--- src/rtl/bin2bcd_seq_if.sv ---
// bin2bcd_seq_if -- request/result bundle for the sequential binary-to-BCD converter.
//
// Signals:
//   start     requester -> converter  one-cycle conversion request
//   bin_in    requester -> converter  binary operand, BIN_W bits
//   busy      converter -> requester  conversion in progress
//   done      converter -> requester  one-cycle pulse, new result available
//   bcd_out   converter -> requester  result, 4*DIGITS bits, units digit in [3:0]
//   overflow  converter -> requester  value did not fit in DIGITS digits
//
// Modports: master = requester side, slave = converter side.
interface bin2bcd_seq_if #(
    parameter int BIN_W  = 16,
    parameter int DIGITS = 5
);
    logic                  start;
    logic [BIN_W-1:0]      bin_in;
    logic                  busy;
    logic                  done;
    logic [4*DIGITS-1:0]   bcd_out;
    logic                  overflow;

    modport master (
        output start,
        output bin_in,
        input  busy,
        input  done,
        input  bcd_out,
        input  overflow
    );

    modport slave (
        input  start,
        input  bin_in,
        output busy,
        output done,
        output bcd_out,
        output overflow
    );
endinterface

--- src/rtl/bin2bcd_seq.sv ---
// bin2bcd_seq -- sequential double-dabble binary-to-BCD converter.
//
// One double-dabble step per clock: BIN_W shift cycles plus one DONE cycle
// per conversion; the result register holds until the next conversion ends.
//
// Ports:
//   clk   rising-edge clock
//   rst   synchronous active-high reset
//   bus   bin2bcd_seq_if.slave (start, bin_in, busy, done, bcd_out, overflow)
//
// Parameters: BIN_W (>=4) binary width, DIGITS (>=1) BCD digits.
// Optional macro BIN2BCD_LZ_BLANK_EN: leading zero digits (above digit 0)
// are written as 4'hF in the result for a display decoder.
//
// state | meaning
// ------+----------------------------------------------------------
// IDLE  | waiting for start; result registers hold the last value
// SHIFT | one add-3 + shift step per cycle, counter counts down
// DONE  | publish accumulator/overflow, pulse done, back to IDLE
module bin2bcd_seq #(
    parameter int BIN_W  = 16,
    parameter int DIGITS = 5
) (
    input  logic          clk,
    input  logic          rst,
    bin2bcd_seq_if.slave  bus
);

    localparam int ACC_W = 4 * DIGITS;
    localparam int CNT_W = $clog2(BIN_W + 1);

    typedef enum logic [1:0] {
        S_IDLE  = 2'd0,
        S_SHIFT = 2'd1,
        S_DONE  = 2'd2
    } state_t;

    state_t             r_state;
    state_t             w_state_nxt;
    logic [BIN_W-1:0]   r_sreg;
    logic [ACC_W-1:0]   r_acc;
    logic [CNT_W-1:0]   r_cnt;
    logic               r_ovf_acc;
    logic [ACC_W-1:0]   r_bcd;
    logic               r_ovf;
    logic               r_done;

    logic               w_busy;
    logic [ACC_W-1:0]   w_acc_adj;
    logic [ACC_W-1:0]   w_acc_shift;
    logic [BIN_W-1:0]   w_sreg_shift;
    logic               w_carry;
    logic [ACC_W-1:0]   w_bcd_res;

    // Add-3 correction on every digit >= 5 before the shift.
    always_comb begin
        w_acc_adj = r_acc;
        for (int d = 0; d < DIGITS; d++) begin
            if (r_acc[4*d +: 4] >= 4'd5) begin
                w_acc_adj[4*d +: 4] = r_acc[4*d +: 4] + 4'd3;
            end
        end
    end

    // Bit leaving the top digit is the overflow carry.
    assign w_carry      = w_acc_adj[ACC_W-1];
    assign w_acc_shift  = {w_acc_adj[ACC_W-2:0], r_sreg[BIN_W-1]};
    assign w_sreg_shift = {r_sreg[BIN_W-2:0], 1'b0};

`ifdef BIN2BCD_LZ_BLANK_EN
    // Blank zero digits from the top down until the first non-zero digit;
    // digit 0 always shows.
    always_comb begin : blank_p
        logic v_lead;
        w_bcd_res = r_acc;
        v_lead    = 1'b1;
        for (int d = DIGITS - 1; d >= 1; d--) begin
            if (v_lead && (r_acc[4*d +: 4] == 4'd0)) begin
                w_bcd_res[4*d +: 4] = 4'hF;
            end else begin
                v_lead = 1'b0;
            end
        end
    end
`else
    assign w_bcd_res = r_acc;
`endif

    always_comb begin
        w_state_nxt = r_state;
        w_busy      = 1'b0;
        case (r_state)
            S_IDLE: begin
                if (bus.start) begin
                    w_state_nxt = S_SHIFT;
                end
            end
            S_SHIFT: begin
                w_busy = 1'b1;
                // Counter hits zero on this edge: last shift step.
                if (r_cnt == CNT_W'(1)) begin
                    w_state_nxt = S_DONE;
                end
            end
            S_DONE: begin
                w_busy      = 1'b1;
                w_state_nxt = S_IDLE;
            end
            default: begin
                w_state_nxt = S_IDLE;
            end
        endcase
    end

    always_ff @(posedge clk) begin
        if (rst) begin
            r_state   <= S_IDLE;
            r_sreg    <= '0;
            r_acc     <= '0;
            r_cnt     <= '0;
            r_ovf_acc <= 1'b0;
            r_bcd     <= '0;
            r_ovf     <= 1'b0;
            r_done    <= 1'b0;
        end else begin
            r_state <= w_state_nxt;
            r_done  <= 1'b0;
            case (r_state)
                S_IDLE: begin
                    if (bus.start) begin
                        r_sreg    <= bus.bin_in;
                        r_acc     <= '0;
                        r_cnt     <= CNT_W'(BIN_W);
                        r_ovf_acc <= 1'b0;
                    end
                end
                S_SHIFT: begin
                    r_acc  <= w_acc_shift;
                    r_sreg <= w_sreg_shift;
                    r_cnt  <= r_cnt - CNT_W'(1);
                    if (w_carry) begin
                        r_ovf_acc <= 1'b1;
                    end
                end
                S_DONE: begin
                    r_bcd  <= w_bcd_res;
                    r_ovf  <= r_ovf_acc;
                    r_done <= 1'b1;
                end
                default: begin
                end
            endcase
        end
    end

    assign bus.busy     = w_busy;
    assign bus.done     = r_done;
    assign bus.bcd_out  = r_bcd;
    assign bus.overflow = r_ovf;

endmodule

--- src/flat_wrapper.sv ---
// flat-port wrapper written by rule: the top's interface ports become plain ports
module bin2bcd_seq_flat 
#(
    parameter int BIN_W  = 16,
    parameter int DIGITS = 5
)
  (clk, rst, bus_start, bus_bin_in, bus_busy, bus_done, bus_bcd_out, bus_overflow);
  bin2bcd_seq_if #(.BIN_W(BIN_W), .DIGITS(DIGITS)) bus_i ();
  input  logic clk;
  input  logic rst;
  input wire logic [$bits(bus_i.start)-1:0] bus_start;
  input wire logic [$bits(bus_i.bin_in)-1:0] bus_bin_in;
  output wire logic [$bits(bus_i.busy)-1:0] bus_busy;
  output wire logic [$bits(bus_i.done)-1:0] bus_done;
  output wire logic [$bits(bus_i.bcd_out)-1:0] bus_bcd_out;
  output wire logic [$bits(bus_i.overflow)-1:0] bus_overflow;
  assign bus_i.start = bus_start;
  assign bus_i.bin_in = bus_bin_in;
  assign bus_busy = bus_i.busy;
  assign bus_done = bus_i.done;
  assign bus_bcd_out = bus_i.bcd_out;
  assign bus_overflow = bus_i.overflow;
  bin2bcd_seq #(.BIN_W(BIN_W), .DIGITS(DIGITS)) u_core (.clk(clk), .rst(rst), .bus(bus_i));
endmodule
--- config.mk ---
export PLATFORM = sky130hd
export DESIGN_NAME = bin2bcd_seq_flat
export DESIGN_NICKNAME = d
export VERILOG_FILES = /design/src/rtl/bin2bcd_seq_if.sv /design/src/rtl/bin2bcd_seq.sv /design/src/flat_wrapper.sv
export SDC_FILE = /design/constraint.sdc
export NUM_CORES = 1
export LEC_CHECK = 0
export BUFFER_PORTS_ARGS = -buffer_cell sky130_fd_sc_hd__clkbuf_2
export CORE_ASPECT_RATIO = 1.4
export CORE_MARGIN = 3
export CORE_UTILIZATION = 53
export DETAILED_ROUTE_END_ITERATION = 10
export PLACE_DENSITY = 0.75
export SYNTH_ARGS = -nofsm -noshare
export SYNTH_HDL_FRONTEND = slang
export SYNTH_SLANG_ARGS = --single-unit
--- constraint.sdc ---
create_clock -name clk -period 3.8 [get_ports clk]
set_input_delay 0.19 -clock clk [delete_from_list [all_inputs] [get_ports clk]]
set_output_delay 0.19 -clock clk [all_outputs]
set_load 0.01 [all_outputs]
==> flow_summary.yaml <==
outcome:
  status: "finished clean"
die:
  initial_core_util_pct: 55.3
  core_um2: 5610
  die_h_um: 96.5
  io_pins: 42
  die_area_um2: 6820
  die_w_um: 70.6
  num_rows: 32
clock_tree:
  cts_tree: "built"
  post_cts_buffers: 0
  cts_num_sinks: 66
  clk_latency_ns: 0.34
  clockRootBuffer: "clkbuf_8"
  htreeDepth: 3
  cts_made_buffers: 9
  cts_buffer_depth: 2
  path_clk_slew_ns: 0.07
  hold_buffers: 0
  cts-resized-gates: 0
timing:
  finalCritPeriodShare_pct: 55.4
  final.setup.tns_ns: 0
  setup_viol: 0
  worst_pin_slew_ns: 0.760
  holdWs_ns: 0.112
  maxSlewViolCount: 0
  rsz0062_at_grt: "false"
  slew_headroom_pct: 48.8
  hold_viol: 0
  min_period_ns: 2.10
  skew_ns: 0.00578
  max_freq_mhz: 475
placement:
  placed_area_um2: 3300
  io_buffers: 41
  dp_hpwl_mm: 3.96
  routabilityCongestion: 0.816
critical_path:
  path_max_fanout: 41
  start_kind: "register"
  cp-end-kind: "register"
  cp-startpoint: "u_core.r_state[1]"
  reg2reg_from: "u_core.r_state[1]"
  path_class: "reg2reg"
  required_ns: 4.06
  cp.arrival_ns: 2.36
yosys:
  synth_ff_type: "dfxtp_1"
  netlist_area_um2: 3100
  synthArstFlopShare_pct: 0
  synth-adder-area-share_pct: 6.05
  ys_top_cells_by_area: "dfxtp_1, mux2i_1, ha_1"
  synth-compound-area-share_pct: 16.7
  ys_ff_latch: 66
  yosysSeqAreaShare_pct: 42.6
  synth_top_family_by_area: "compound AO/OA/AOI/OAI gates"
  synthCells: 321
  synth_warnings: 0
  synth_top_area_cell: "dfxtp_1"
  yosys.area.top_type_share_pct: 42.6
  ys_types: 42
  syn_avg_cell_area_um2: 9.66
  synth_xor_area_share_pct: 2.82
  synth_edf_count: 0
  muxShareOfSynthArea_pct: 13.8
  syn_nets: 355
  synthSimpleGateAreaFrac_pct: 12.6
hold_path:
  min_path_type: "in2reg"
  min-delay-start: "bus_bin_in[0]"
global_route:
  grt_pass1_wl_mm: 10.1
  use_met1_pct: 22.0
  grt-busiest-layer: "met2"
  grt_usage_pct: 18.8
  grt.overflow.total: 0
  met2_usage_pct: 32.2
  grt_start_max_net_pins: 52
  use_met3_pct: 4.04
  grt_pass1_vias: 2268
  antenna_found_initial: 0
power_and_ir_drop:
  power.total_w: 0.00144
  ir_drop_v: 0.000247
  power.leakage_nw: 1.37
  power_density_nw_per_um2: 415
final_layout:
  syn_to_final_growth_pct: 12.1
  utilization_pct: 62.0
  nets: 391
  design_area_um2: 3470
  drive_above_1_share_pct: 22.2
  num_antenna_cells: 0
route:
  via_per_inst: 5.42
  drc: 0
  ant_nets: 0
  drt-pass1-iter-count: 5
  wl_per_cell_um: 13.6
  vias: 2326
  wirelength_mm: 5.82
  initialDrtViolationCount: 88
flow_run:
  drv_cap: 0
-- cell families after synthesis --
kind of cell | Yosys count
AOI/OAI and AO/OA | 67
xor gates and xnor gates | 10
adders and majority gates | 15
buffers and inverters | 35
DFF | 66
muxes | 42
and+or+nand+nor | 86
-- final cells by class --
cell class | count | area (µm²)
clock inverter | 3 | 15.0
fill | 503 | 2130
inverter | 16 | 60.1
tap | 68 | 85.1
timing repair buffer | 44 | 228
clock buffer | 12 | 155
multi-input combinational | 220 | 1610
sequential | 66 | 1320
-- registers in the layout, summed over array words and instances (netlist names) --
signal	count
u_core.bus.overflow	1
u_core.bus.done	1
u_core.r_state	2
u_core.r_sreg	16
u_core.r_acc	20
u_core.r_cnt	5
u_core.bus.bcd_out	20
u_core.r_ovf_acc	1
-- synthesized netlist by cell type (6+ instances only) --
master and number:
dfxtp_1 66, nor2_1 43, mux2i_1 40, nand2_1 19, o21ai_0 17, ha_1 15
inv_1 15, a211oi_2 10, a21oi_1 10, buf_2 9, nand2b_1 9, a211oi_1 6
-- metal layers --
layer  up-vias  part of all wire, %
met4         0                  2.6
met2        48                   50
li1       1184                    -
met5         -                    0
met1      1082                   43
met3        12                  4.1
-- stage by stage --
step | setup WS (ns) | std cells
5_1_grt | 1.48 | 429
2_1_floorplan | 2.29 | 321
3_5_place_dp | 1.70 | 414
4_1_cts | 1.68 | 429
3_3_place_gp | 1.76 | 414
6_report | 1.70 | 429
-- critical path, cell delays in order, from the launching register on --
cell,delay (ns)
dfxtp_1,0.33
inv_1,0.08
ha_1,0.41
mux2_4,0.56
nand3_2,0.31
o31ai_2,0.32
-- final timing paths --
path / endpoint / slack (ns) / cells after the start
max reg2reg: u_core.r_acc[12] / 1.70 / 5
max: u_core.r_acc[12] / 1.70 / 5
min reg2reg: u_core.r_sreg[0] / 0.45 / 2
min: u_core.r_sreg[0] / 0.11 / 3
-- where the power goes --
group | switching (W) | leakage, nW | internal (W)
Clock | 0.000250 | 0.0920 | 0.000265
Sequential | 0.0000176 | 0.536 | 0.000721
Combinational | 0.000113 | 0.740 | 0.0000758
Total | 0.000381 | 1.37 | 0.00106
-- cell usage in the layout, fill, tap and decap left out, types with 2 or more instances in the layout --
| cell | netlist | layout |
|---|---|---|
| xnor2_1 | 5 | 5 |
| ha_1 | 15 | 15 |
| a211oi_2 | 10 | 10 |
| mux2i_1 | 40 | 40 |
| nor2_1 | 43 | 43 |
| o31ai_2 | 4 | 4 |
| clkinv_2 | 0 | 3 |
| a211oi_1 | 6 | 6 |
| o31ai_1 | 5 | 5 |
| nor3_1 | 5 | 5 |
| clkbuf_2 | 0 | 41 |
| clkbuf_8 | 0 | 11 |
| nand2_1 | 19 | 19 |
| inv_1 | 15 | 15 |
| buf_4 | 1 | 3 |
| o21ai_0 | 17 | 17 |
| dfxtp_1 | 66 | 66 |
| a21oi_1 | 10 | 10 |
| nor2b_1 | 2 | 2 |
| xor2_1 | 5 | 5 |
| nand2b_1 | 9 | 9 |
| a31o_2 | 4 | 4 |
| a22o_1 | 4 | 4 |
No activity file was read; power rests on OpenSTA's default activity.
